**src/rtl/instr_sequencer_if.sv**
```systemverilog
// rtl/instr_sequencer_if.sv - SRAM access bus between the instruction sequencer and data memory
interface instr_sequencer_if #(
   parameter int DATA_W = 8
);
   logic [DATA_W-1:0] sram_addr;
   logic              sram_rd_en;
   logic              sram_wr_en;
   logic [DATA_W-1:0] sram_wr_data;
   logic [DATA_W-1:0] sram_rd_data;
   logic              sram_rdy;

   modport master (
      output sram_addr, sram_rd_en, sram_wr_en, sram_wr_data,
      input  sram_rd_data, sram_rdy
   );

   modport slave (
      input  sram_addr, sram_rd_en, sram_wr_en, sram_wr_data,
      output sram_rd_data, sram_rdy
   );
endinterface

```
**src/rtl/instr_sequencer.sv**
```systemverilog
// rtl/instr_sequencer.sv - decodes one instruction per cmd_start and drives register, SRAM, ALU and jump strobes
module instr_sequencer #(
   parameter int DATA_W      = 8,
   parameter int ADDR_W      = 9,
   parameter int STACK_DEPTH = 4,
   parameter int MEM_TIMEOUT = 15
) (
   input  logic              clk,
   input  logic              sys_rst,
   input  logic              cmd_start,
   input  logic [7:0]        instr_byte,
   input  logic [DATA_W-1:0] operand1,
   input  logic [ADDR_W-1:0] pc_next,
   input  logic [DATA_W-1:0] reg_a,
   input  logic [DATA_W-1:0] reg_b,
   input  logic [DATA_W-1:0] reg_c,
   input  logic [DATA_W-1:0] reg_d,
   input  logic [7:0]        reg_flags,
   input  logic [DATA_W-1:0] res,
   instr_sequencer_if.master sram,
   output logic              busy,
   output logic              instr_done,
   output logic              pc_hlt,
   output logic              fault,
   output logic              jmp_en,
   output logic [ADDR_W-1:0] jmp_addr,
   output logic [1:0]        instr_size,
   output logic              reg_wr_en,
   output logic [1:0]        reg_wr_addr,
   output logic [DATA_W-1:0] reg_wr_data,
   output logic [2:0]        alu_inst,
   output logic [DATA_W-1:0] op_1,
   output logic [DATA_W-1:0] op_2
);
   localparam logic [3:0] ST_IDLE     = 4'd0;
   localparam logic [3:0] ST_DECODE   = 4'd1;
   localparam logic [3:0] ST_EXEC     = 4'd2;
   localparam logic [3:0] ST_MEM_WAIT = 4'd3;
   localparam logic [3:0] ST_ALU_WAIT = 4'd4;
   localparam logic [3:0] ST_WB       = 4'd5;
   localparam logic [3:0] ST_DONE     = 4'd6;
   localparam logic [3:0] ST_HALT     = 4'd7;
   localparam logic [3:0] ST_FAULT    = 4'd8;

   localparam logic [3:0] K_NOP  = 4'd0;
   localparam logic [3:0] K_MOVR = 4'd1;
   localparam logic [3:0] K_MOVI = 4'd2;
   localparam logic [3:0] K_LD   = 4'd3;
   localparam logic [3:0] K_ST   = 4'd4;
   localparam logic [3:0] K_ALU  = 4'd5;
   localparam logic [3:0] K_JMP  = 4'd6;
   localparam logic [3:0] K_CALL = 4'd7;
   localparam logic [3:0] K_RET  = 4'd8;
   localparam logic [3:0] K_HLT  = 4'd9;

   localparam int TW  = $clog2(MEM_TIMEOUT + 1);
   localparam int SPW = $clog2(STACK_DEPTH) + 1;

   logic [3:0]        state;
   logic [7:0]        ir;
   logic [DATA_W-1:0] op1;
   logic [ADDR_W-1:0] ret_pc;
   logic [TW-1:0]     tmo_cnt;
   logic [SPW-1:0]    sp;
   logic [SPW-1:0]    sp_m1;
   logic [ADDR_W-1:0] stack [STACK_DEPTH];

   logic [3:0]        kind;
   logic [1:0]        size;
   logic [DATA_W-1:0] rd_val;
   logic [DATA_W-1:0] rs_val;
   logic              jmp_taken;
   logic              unused_flags;

   assign unused_flags = ^reg_flags[7:2];
   assign sp_m1        = sp - SPW'(1);

   always_comb begin
      kind = K_NOP;
      size = 2'd1;
      casez (ir)
         8'b0000_????: kind = K_MOVR;
         8'b0001_??00: begin kind = K_MOVI; size = 2'd2; end
         8'b0010_??00: begin kind = K_LD;   size = 2'd2; end
         8'b0011_??00: begin kind = K_ST;   size = 2'd2; end
         8'b1???_????: kind = K_ALU;
         8'b0101_00??: begin kind = K_JMP;  size = 2'd2; end
         8'h54:        begin kind = K_CALL; size = 2'd2; end
         8'h55:        kind = K_RET;
         8'h5F:        kind = K_HLT;
         default:      kind = K_NOP;
      endcase
   end

   // dd lives in bits 3:2 (also the store source), ss in bits 1:0
   always_comb begin
      rd_val = reg_a;
      rs_val = reg_a;
      case (ir[3:2])
         2'd0: rd_val = reg_a;
         2'd1: rd_val = reg_b;
         2'd2: rd_val = reg_c;
         default: rd_val = reg_d;
      endcase
      case (ir[1:0])
         2'd0: rs_val = reg_a;
         2'd1: rs_val = reg_b;
         2'd2: rs_val = reg_c;
         default: rs_val = reg_d;
      endcase
   end

   always_comb begin
      jmp_taken = 1'b0;
      case (ir[1:0])
         2'd0: jmp_taken = 1'b1;
         2'd1: jmp_taken = reg_flags[1];
         2'd2: jmp_taken = ~reg_flags[1];
         default: jmp_taken = reg_flags[0];
      endcase
   end

   always_ff @(posedge clk) begin
      if (!sys_rst) begin
         state             <= ST_IDLE;
         ir                <= '0;
         op1               <= '0;
         ret_pc            <= '0;
         tmo_cnt           <= '0;
         sp                <= '0;
         busy              <= 1'b0;
         instr_done        <= 1'b0;
         pc_hlt            <= 1'b0;
         fault             <= 1'b0;
         jmp_en            <= 1'b0;
         jmp_addr          <= '0;
         instr_size        <= '0;
         reg_wr_en         <= 1'b0;
         reg_wr_addr       <= '0;
         reg_wr_data       <= '0;
         alu_inst          <= '0;
         op_1              <= '0;
         op_2              <= '0;
         sram.sram_addr    <= '0;
         sram.sram_rd_en   <= 1'b0;
         sram.sram_wr_en   <= 1'b0;
         sram.sram_wr_data <= '0;
      end else begin
         reg_wr_en  <= 1'b0;
         jmp_en     <= 1'b0;
         instr_done <= 1'b0;
         case (state)
            ST_IDLE: if (cmd_start) begin
               ir     <= instr_byte;
               op1    <= operand1;
               ret_pc <= pc_next;
               busy   <= 1'b1;
               state  <= ST_DECODE;
            end
            ST_DECODE: begin
               instr_size <= size;
               state      <= ST_EXEC;
            end
            ST_EXEC: begin
               state      <= ST_DONE;
               instr_done <= 1'b1;
               case (kind)
                  K_MOVR, K_MOVI: begin
                     reg_wr_en   <= 1'b1;
                     reg_wr_addr <= ir[3:2];
                     reg_wr_data <= (kind == K_MOVI) ? op1 : rs_val;
                  end
                  K_LD, K_ST: begin
                     sram.sram_addr    <= op1;
                     sram.sram_rd_en   <= (kind == K_LD);
                     sram.sram_wr_en   <= (kind == K_ST);
                     sram.sram_wr_data <= rd_val;
                     tmo_cnt           <= '0;
                     state             <= ST_MEM_WAIT;
                     instr_done        <= 1'b0;
                  end
                  K_ALU: begin
                     alu_inst   <= ir[6:4];
                     op_1       <= rd_val;
                     op_2       <= (ir[6:4] == 3'b011 || ir[6:4] == 3'b110 ||
                                    ir[6:4] == 3'b111) ? '0 : rs_val;
                     state      <= ST_ALU_WAIT;
                     instr_done <= 1'b0;
                  end
                  K_JMP: begin
                     jmp_en   <= jmp_taken;
                     jmp_addr <= jmp_taken ? ADDR_W'(op1) : '0;
                  end
                  K_CALL, K_RET: begin
                     // stack overflow/underflow faults without touching sp or jumping
                     if ((kind == K_CALL && sp == SPW'(STACK_DEPTH)) ||
                         (kind == K_RET && sp == '0)) begin
                        state      <= ST_FAULT;
                        fault      <= 1'b1;
                        pc_hlt     <= 1'b1;
                        instr_done <= 1'b0;
                     end else if (kind == K_CALL) begin
                        stack[sp[SPW-2:0]] <= ret_pc;
                        sp       <= sp + SPW'(1);
                        jmp_en   <= 1'b1;
                        jmp_addr <= ADDR_W'(op1);
                     end else begin
                        sp       <= sp_m1;
                        jmp_en   <= 1'b1;
                        jmp_addr <= stack[sp_m1[SPW-2:0]];
                     end
                  end
                  K_HLT: begin
                     pc_hlt     <= 1'b1;
                     state      <= ST_HALT;
                     instr_done <= 1'b0;
                  end
                  default: ;
               endcase
            end
            ST_MEM_WAIT: begin
               if (sram.sram_rdy) begin
                  sram.sram_rd_en <= 1'b0;
                  sram.sram_wr_en <= 1'b0;
                  if (kind == K_LD) begin
                     reg_wr_en   <= 1'b1;
                     reg_wr_addr <= ir[3:2];
                     reg_wr_data <= sram.sram_rd_data;
                  end
                  state      <= ST_DONE;
                  instr_done <= 1'b1;
               end else if (tmo_cnt == TW'(MEM_TIMEOUT - 1)) begin
                  sram.sram_rd_en <= 1'b0;
                  sram.sram_wr_en <= 1'b0;
                  fault           <= 1'b1;
                  pc_hlt          <= 1'b1;
                  state           <= ST_FAULT;
               end else begin
                  tmo_cnt <= tmo_cnt + TW'(1);
               end
            end
            ST_ALU_WAIT: state <= ST_WB;
            ST_WB: begin
               reg_wr_en   <= 1'b1;
               reg_wr_addr <= ir[3:2];
               reg_wr_data <= res;
               state       <= ST_DONE;
               instr_done  <= 1'b1;
            end
            ST_DONE: begin
               busy  <= 1'b0;
               state <= ST_IDLE;
            end
            ST_HALT, ST_FAULT: ;
            default: begin
               fault  <= 1'b1;
               pc_hlt <= 1'b1;
               state  <= ST_FAULT;
            end
         endcase
      end
   end
endmodule

```
**src/flat_wrapper.sv**
```systemverilog
// flat-port wrapper written by rule: the top's interface ports become plain ports
module instr_sequencer_flat 
#(
   parameter int DATA_W      = 8,
   parameter int ADDR_W      = 9,
   parameter int STACK_DEPTH = 4,
   parameter int MEM_TIMEOUT = 15
)
  (clk, sys_rst, cmd_start, instr_byte, operand1, pc_next, reg_a, reg_b, reg_c, reg_d, reg_flags, res, busy, instr_done, pc_hlt, fault, jmp_en, jmp_addr, instr_size, reg_wr_en, reg_wr_addr, reg_wr_data, alu_inst, op_1, op_2, sram_sram_addr, sram_sram_rd_en, sram_sram_wr_en, sram_sram_wr_data, sram_sram_rd_data, sram_sram_rdy);
  instr_sequencer_if #(.DATA_W(DATA_W)) sram_i ();
  input  logic clk;
  input  logic sys_rst;
  input  logic cmd_start;
  input  logic [7:0] instr_byte;
  input  logic [DATA_W-1:0] operand1;
  input  logic [ADDR_W-1:0] pc_next;
  input  logic [DATA_W-1:0] reg_a;
  input  logic [DATA_W-1:0] reg_b;
  input  logic [DATA_W-1:0] reg_c;
  input  logic [DATA_W-1:0] reg_d;
  input  logic [7:0] reg_flags;
  input  logic [DATA_W-1:0] res;
  output logic busy;
  output logic instr_done;
  output logic pc_hlt;
  output logic fault;
  output logic jmp_en;
  output logic [ADDR_W-1:0] jmp_addr;
  output logic [1:0] instr_size;
  output logic reg_wr_en;
  output logic [1:0] reg_wr_addr;
  output logic [DATA_W-1:0] reg_wr_data;
  output logic [2:0] alu_inst;
  output logic [DATA_W-1:0] op_1;
  output logic [DATA_W-1:0] op_2;
  output wire logic [$bits(sram_i.sram_addr)-1:0] sram_sram_addr;
  output wire logic [$bits(sram_i.sram_rd_en)-1:0] sram_sram_rd_en;
  output wire logic [$bits(sram_i.sram_wr_en)-1:0] sram_sram_wr_en;
  output wire logic [$bits(sram_i.sram_wr_data)-1:0] sram_sram_wr_data;
  input wire logic [$bits(sram_i.sram_rd_data)-1:0] sram_sram_rd_data;
  input wire logic [$bits(sram_i.sram_rdy)-1:0] sram_sram_rdy;
  assign sram_sram_addr = sram_i.sram_addr;
  assign sram_sram_rd_en = sram_i.sram_rd_en;
  assign sram_sram_wr_en = sram_i.sram_wr_en;
  assign sram_sram_wr_data = sram_i.sram_wr_data;
  assign sram_i.sram_rd_data = sram_sram_rd_data;
  assign sram_i.sram_rdy = sram_sram_rdy;
  instr_sequencer #(.DATA_W(DATA_W), .ADDR_W(ADDR_W), .STACK_DEPTH(STACK_DEPTH), .MEM_TIMEOUT(MEM_TIMEOUT)) u_core (.clk(clk), .sys_rst(sys_rst), .cmd_start(cmd_start), .instr_byte(instr_byte), .operand1(operand1), .pc_next(pc_next), .reg_a(reg_a), .reg_b(reg_b), .reg_c(reg_c), .reg_d(reg_d), .reg_flags(reg_flags), .res(res), .sram(sram_i), .busy(busy), .instr_done(instr_done), .pc_hlt(pc_hlt), .fault(fault), .jmp_en(jmp_en), .jmp_addr(jmp_addr), .instr_size(instr_size), .reg_wr_en(reg_wr_en), .reg_wr_addr(reg_wr_addr), .reg_wr_data(reg_wr_data), .alu_inst(alu_inst), .op_1(op_1), .op_2(op_2));
endmodule
```
**config.mk**
```make
export PLATFORM = sky130hd
export DESIGN_NAME = instr_sequencer_flat
export DESIGN_NICKNAME = d
export VERILOG_FILES = /design/src/rtl/instr_sequencer_if.sv /design/src/rtl/instr_sequencer.sv /design/src/flat_wrapper.sv
export SDC_FILE = /design/constraint.sdc
export NUM_CORES = 1
export LEC_CHECK = 0
export ABC_AREA = 1
export CORE_MARGIN = 4
export CORE_UTILIZATION = 45
export DETAILED_ROUTE_END_ITERATION = 16
export HOLD_SLACK_MARGIN = 0.05
export PLACE_DENSITY_LB_ADDON = 0.12
export SLEW_MARGIN = 20
export SYNTH_ARGS = -nofsm -noshare
export SYNTH_HDL_FRONTEND = slang
export SYNTH_SLANG_ARGS = --single-unit
```
**constraint.sdc**
```tcl
create_clock -name clk -period 5.4 [get_ports clk]
set_input_delay 0.81 -clock clk [delete_from_list [all_inputs] [get_ports clk]]
set_output_delay 0.81 -clock clk [all_outputs]
set_load 0.005 [all_outputs]
```
==> results.sh <==
export IMPL_antenna_found_initial=0
export IMPL_clock_latency_ns=0.43
export IMPL_cp_end_kind="flop"
export IMPL_fin_tns_setup_ns=0
export IMPL_grt_total_usage_pct=23.37
export IMPL_final_instance_count_excl_fill=1155
export IMPL_cts_clk_slew_worst_paths_ns=0.06
export IMPL_hold_buffers=0
export IMPL_crit_fanout=23
export IMPL_cts_tree="done"
export IMPL_seq_area_frac_synth_pct=48.88
export IMPL_vias_per_cell=5.177
export IMPL_avgSynthCellArea_sq_um=7.536
export IMPL_finClkSkew_ns=0.007985
export IMPL_ys_flop_type="dfxtp_1"
export IMPL_synth_fp_nets=929
export IMPL_cts_resized=0
export IMPL_hold_path_class="flop to flop"
export IMPL_htree_num_levels=4
export IMPL_finalNetCount=1058
export IMPL_grt_ovfl_total=0
export IMPL_syn_to_final_growth_pct=33.25
export IMPL_critical_path_top_delay_family="buffers and inverters"
export IMPL_slew_viol_final=0
export IMPL_die_h_microns=126.4
export IMPL_port_buffers=142
export IMPL_crit_required_ns=5.77
export IMPL_dp_cells=1123
export IMPL_start_kind="flop"
export IMPL_worst_pin_slew_ns=0.9754
export IMPL_synth_edf_count=36
export IMPL_final_hold_violation_count=0
export IMPL_path_class="flop to flop"
export IMPL_ys_top_cells_by_count="nand2_1 (186), nor2_1 (128), dfxtp_1 (100), o21ai_0 (83), a21oi_1 (80)"
export IMPL_n_antenna_cell=0
export IMPL_cts_path_max_buffers=2
export IMPL_outcome="complete, no violations"
export IMPL_cts_setup_buffers=0
export IMPL_peakVddDrop_mv=0.2233
export IMPL_drive_gt1_share_pct=6.435
export IMPL_finalCritPeriodShare_pct=66.76
export IMPL_drt_wl_total_microns=18460
export IMPL_synth_largest_area_cell="dfxtp_1"
export IMPL_design_area_sq_um=8404
export IMPL_hpwlAfterDp_microns=13250
export IMPL_core_area_sq_um=13510
export IMPL_async_flop_share_pct=0
export IMPL_worstPathCellList="clkinv_1 > ha_1 > clkinv_1 > nor2_1 > o21ai_0 > nand2_1 > nand2_1 > nand2_1 > inv_1 > nand2_1 > nand2_1 > nor2_1"
export IMPL_synth_cell_area_sq_um=6307
export IMPL_yosys_top_cells_area="dfxtp_1 (32%), edfxtp_1 (17%), nand2_1 (11%), nor2_1 (7.6%), o21ai_0 (6.6%)"
export IMPL_max_freq_mhz=277.4
export IMPL_cp_buffers_inverters=3
export IMPL_routedWlPerCell_microns=15.98
export IMPL_rows=42
export IMPL_drt_iter0_markers=391
export IMPL_cpMostUsedCell="nand2_1"
export IMPL_die_area_sq_um=15970
export IMPL_grt_pass1_vias=5632
export IMPL_arrival_ns=3.97
export IMPL_p_leak_nw=3.312
export IMPL_firstDrtPassIters=6
export IMPL_cts_sinks=136
export IMPL_final_core_util_pct=62.23
export IMPL_slew_headroom_pct=34.73
export IMPL_initial_core_util_pct=46.70
export IMPL_cap_violations=0
export IMPL_power_density_nw_per_um2=418.5
export IMPL_rsz0062_at_grt="no"
export IMPL_yosysWarnings=0
export IMPL_syn_instance_count=837
export IMPL_root_buffer="clkbuf_16"
export IMPL_synth_most_common_cell="nand2_1"
export IMPL_io_pins=149
export IMPL_postRouteAntennaNets=0
export IMPL_synth_cell_types=35
export IMPL_drc_errors=0
export IMPL_vias=5979
export IMPL_grt_start_max_net_pins=58
export IMPL_finalCriticalPeriod_ns=3.605
export IMPL_total_power_mw=3.518
export IMPL_yosys_register_bits=136
export IMPL_num_fill_cells=1234
export IMPL_grt_pass1_wl_microns=29810
export IMPL_finalSetupViolCount=0
export IMPL_cts_made_buffers=17
export IMPL_yosys_area_top_type_share_pct=31.74
export IMPL_die_x_microns=126.4
export IMPL_critPathSlowestCell="dfxtp_1"
export IMPL_max_stage_delay_ns=0.82
export IMPL_routabilityCongestion=0.9165
export IMPL_postPlaceCellArea_sq_um=7801
layer usage:
layer | routed length (microns) | share of wire (%) | vias to the layer above | global-route usage, %
met5 | 0 | 0 | - | 0
met4 | 401 | 2.2 | 0 | 8.580
met3 | 1478 | 8.0 | 24 | 6.599
met2 | 8519 | 46 | 203 | 36.15
met1 | 8059 | 44 | 2715 | 31.30
li1 | - | - | 3037 | -
layout by cell type (no fill, tap or decap), types with 5 or more instances in the layout:
cell and instances:
clkbuf_16 17, inv_8 5, nand2_2 6, dfxtp_1 100, nand3_1 71, nor2_2 5, o21ai_0 83, inv_2 6
inv_1 49, ha_1 7, edfxtp_1 36, nand4_1 11, a21oi_1 80, nor2_1 128, clkdlybuf4s50_1 141, nand2_1 186
through the flow:
step / setup slack, ns / hold slack [ns]
after CTS: 1.818 / 0.4605
after global placement: 1.869 / 0.4398
after global routing: 1.323 / 0.4867
final: 1.795 / 0.4529
after detailed placement: 1.835 / 0.4515
after floorplan: 3.274 / 0.4466
tightest hold or removal path, stage by stage (launching register included):
cell	delay, ns
dfxtp_1	0.31
inv_1	0.05
a21oi_1	0.05
layout make-up:
cell class	instances	area, sq um	area share, %
flip-flops and latches	136	3083	36.68
multi-input cells	607	2838	33.77
repair buffers	145	1439	17.12
clock inverters	15	177.7	2.114
well taps	176	220.2	2.620
clock buffers	17	425.4	5.062
inverters	59	221.5	2.635
report_power, final:
group / internal (mW) / total (mW) / switching [mW]
logic: 0.387 / 1.06 / 0.672
registers: 1.18 / 1.29 / 0.113
clock network: 0.662 / 1.17 / 0.507
kinds of logic after synthesis:
logic type | share of synthesized area (%)
adders and majority gates | 1.389
and+or+nand+nor | 28.55
buffers and inverters | 6.130
AOI/OAI and AO/OA | 14.50
DFF | 48.88
xor gates and xnor gates | 0.5555
registers in the layout, indices dropped and copies added (netlist names), 2 cells and up:
signal / cells
u_core.alu_inst: 3
u_core.instr_size: 2
u_core.ir: 8
u_core.jmp_addr: 9
u_core.op1: 8
u_core.op_1: 8
u_core.op_2: 8
u_core.reg_wr_addr: 2
u_core.reg_wr_data: 8
u_core.ret_pc: 9
u_core.sp: 3
u_core.sram.sram_addr: 8
u_core.sram.sram_wr_data: 8
u_core.stack: 36
u_core.state: 4
u_core.tmo_cnt: 4
path summary, 6_finish.rpt:
check | start | end | slack [ns] | depth (start not counted)
min | u_core.fault | u_core.fault | 0.45 | 2
min reg2reg | u_core.fault | u_core.fault | 0.45 | 2
max reg2reg | u_core.sp[0] | u_core.jmp_addr[2] | 1.80 | 12
max | u_core.sp[0] | u_core.jmp_addr[2] | 1.80 | 12
Power figures use the tool's default switching activity.
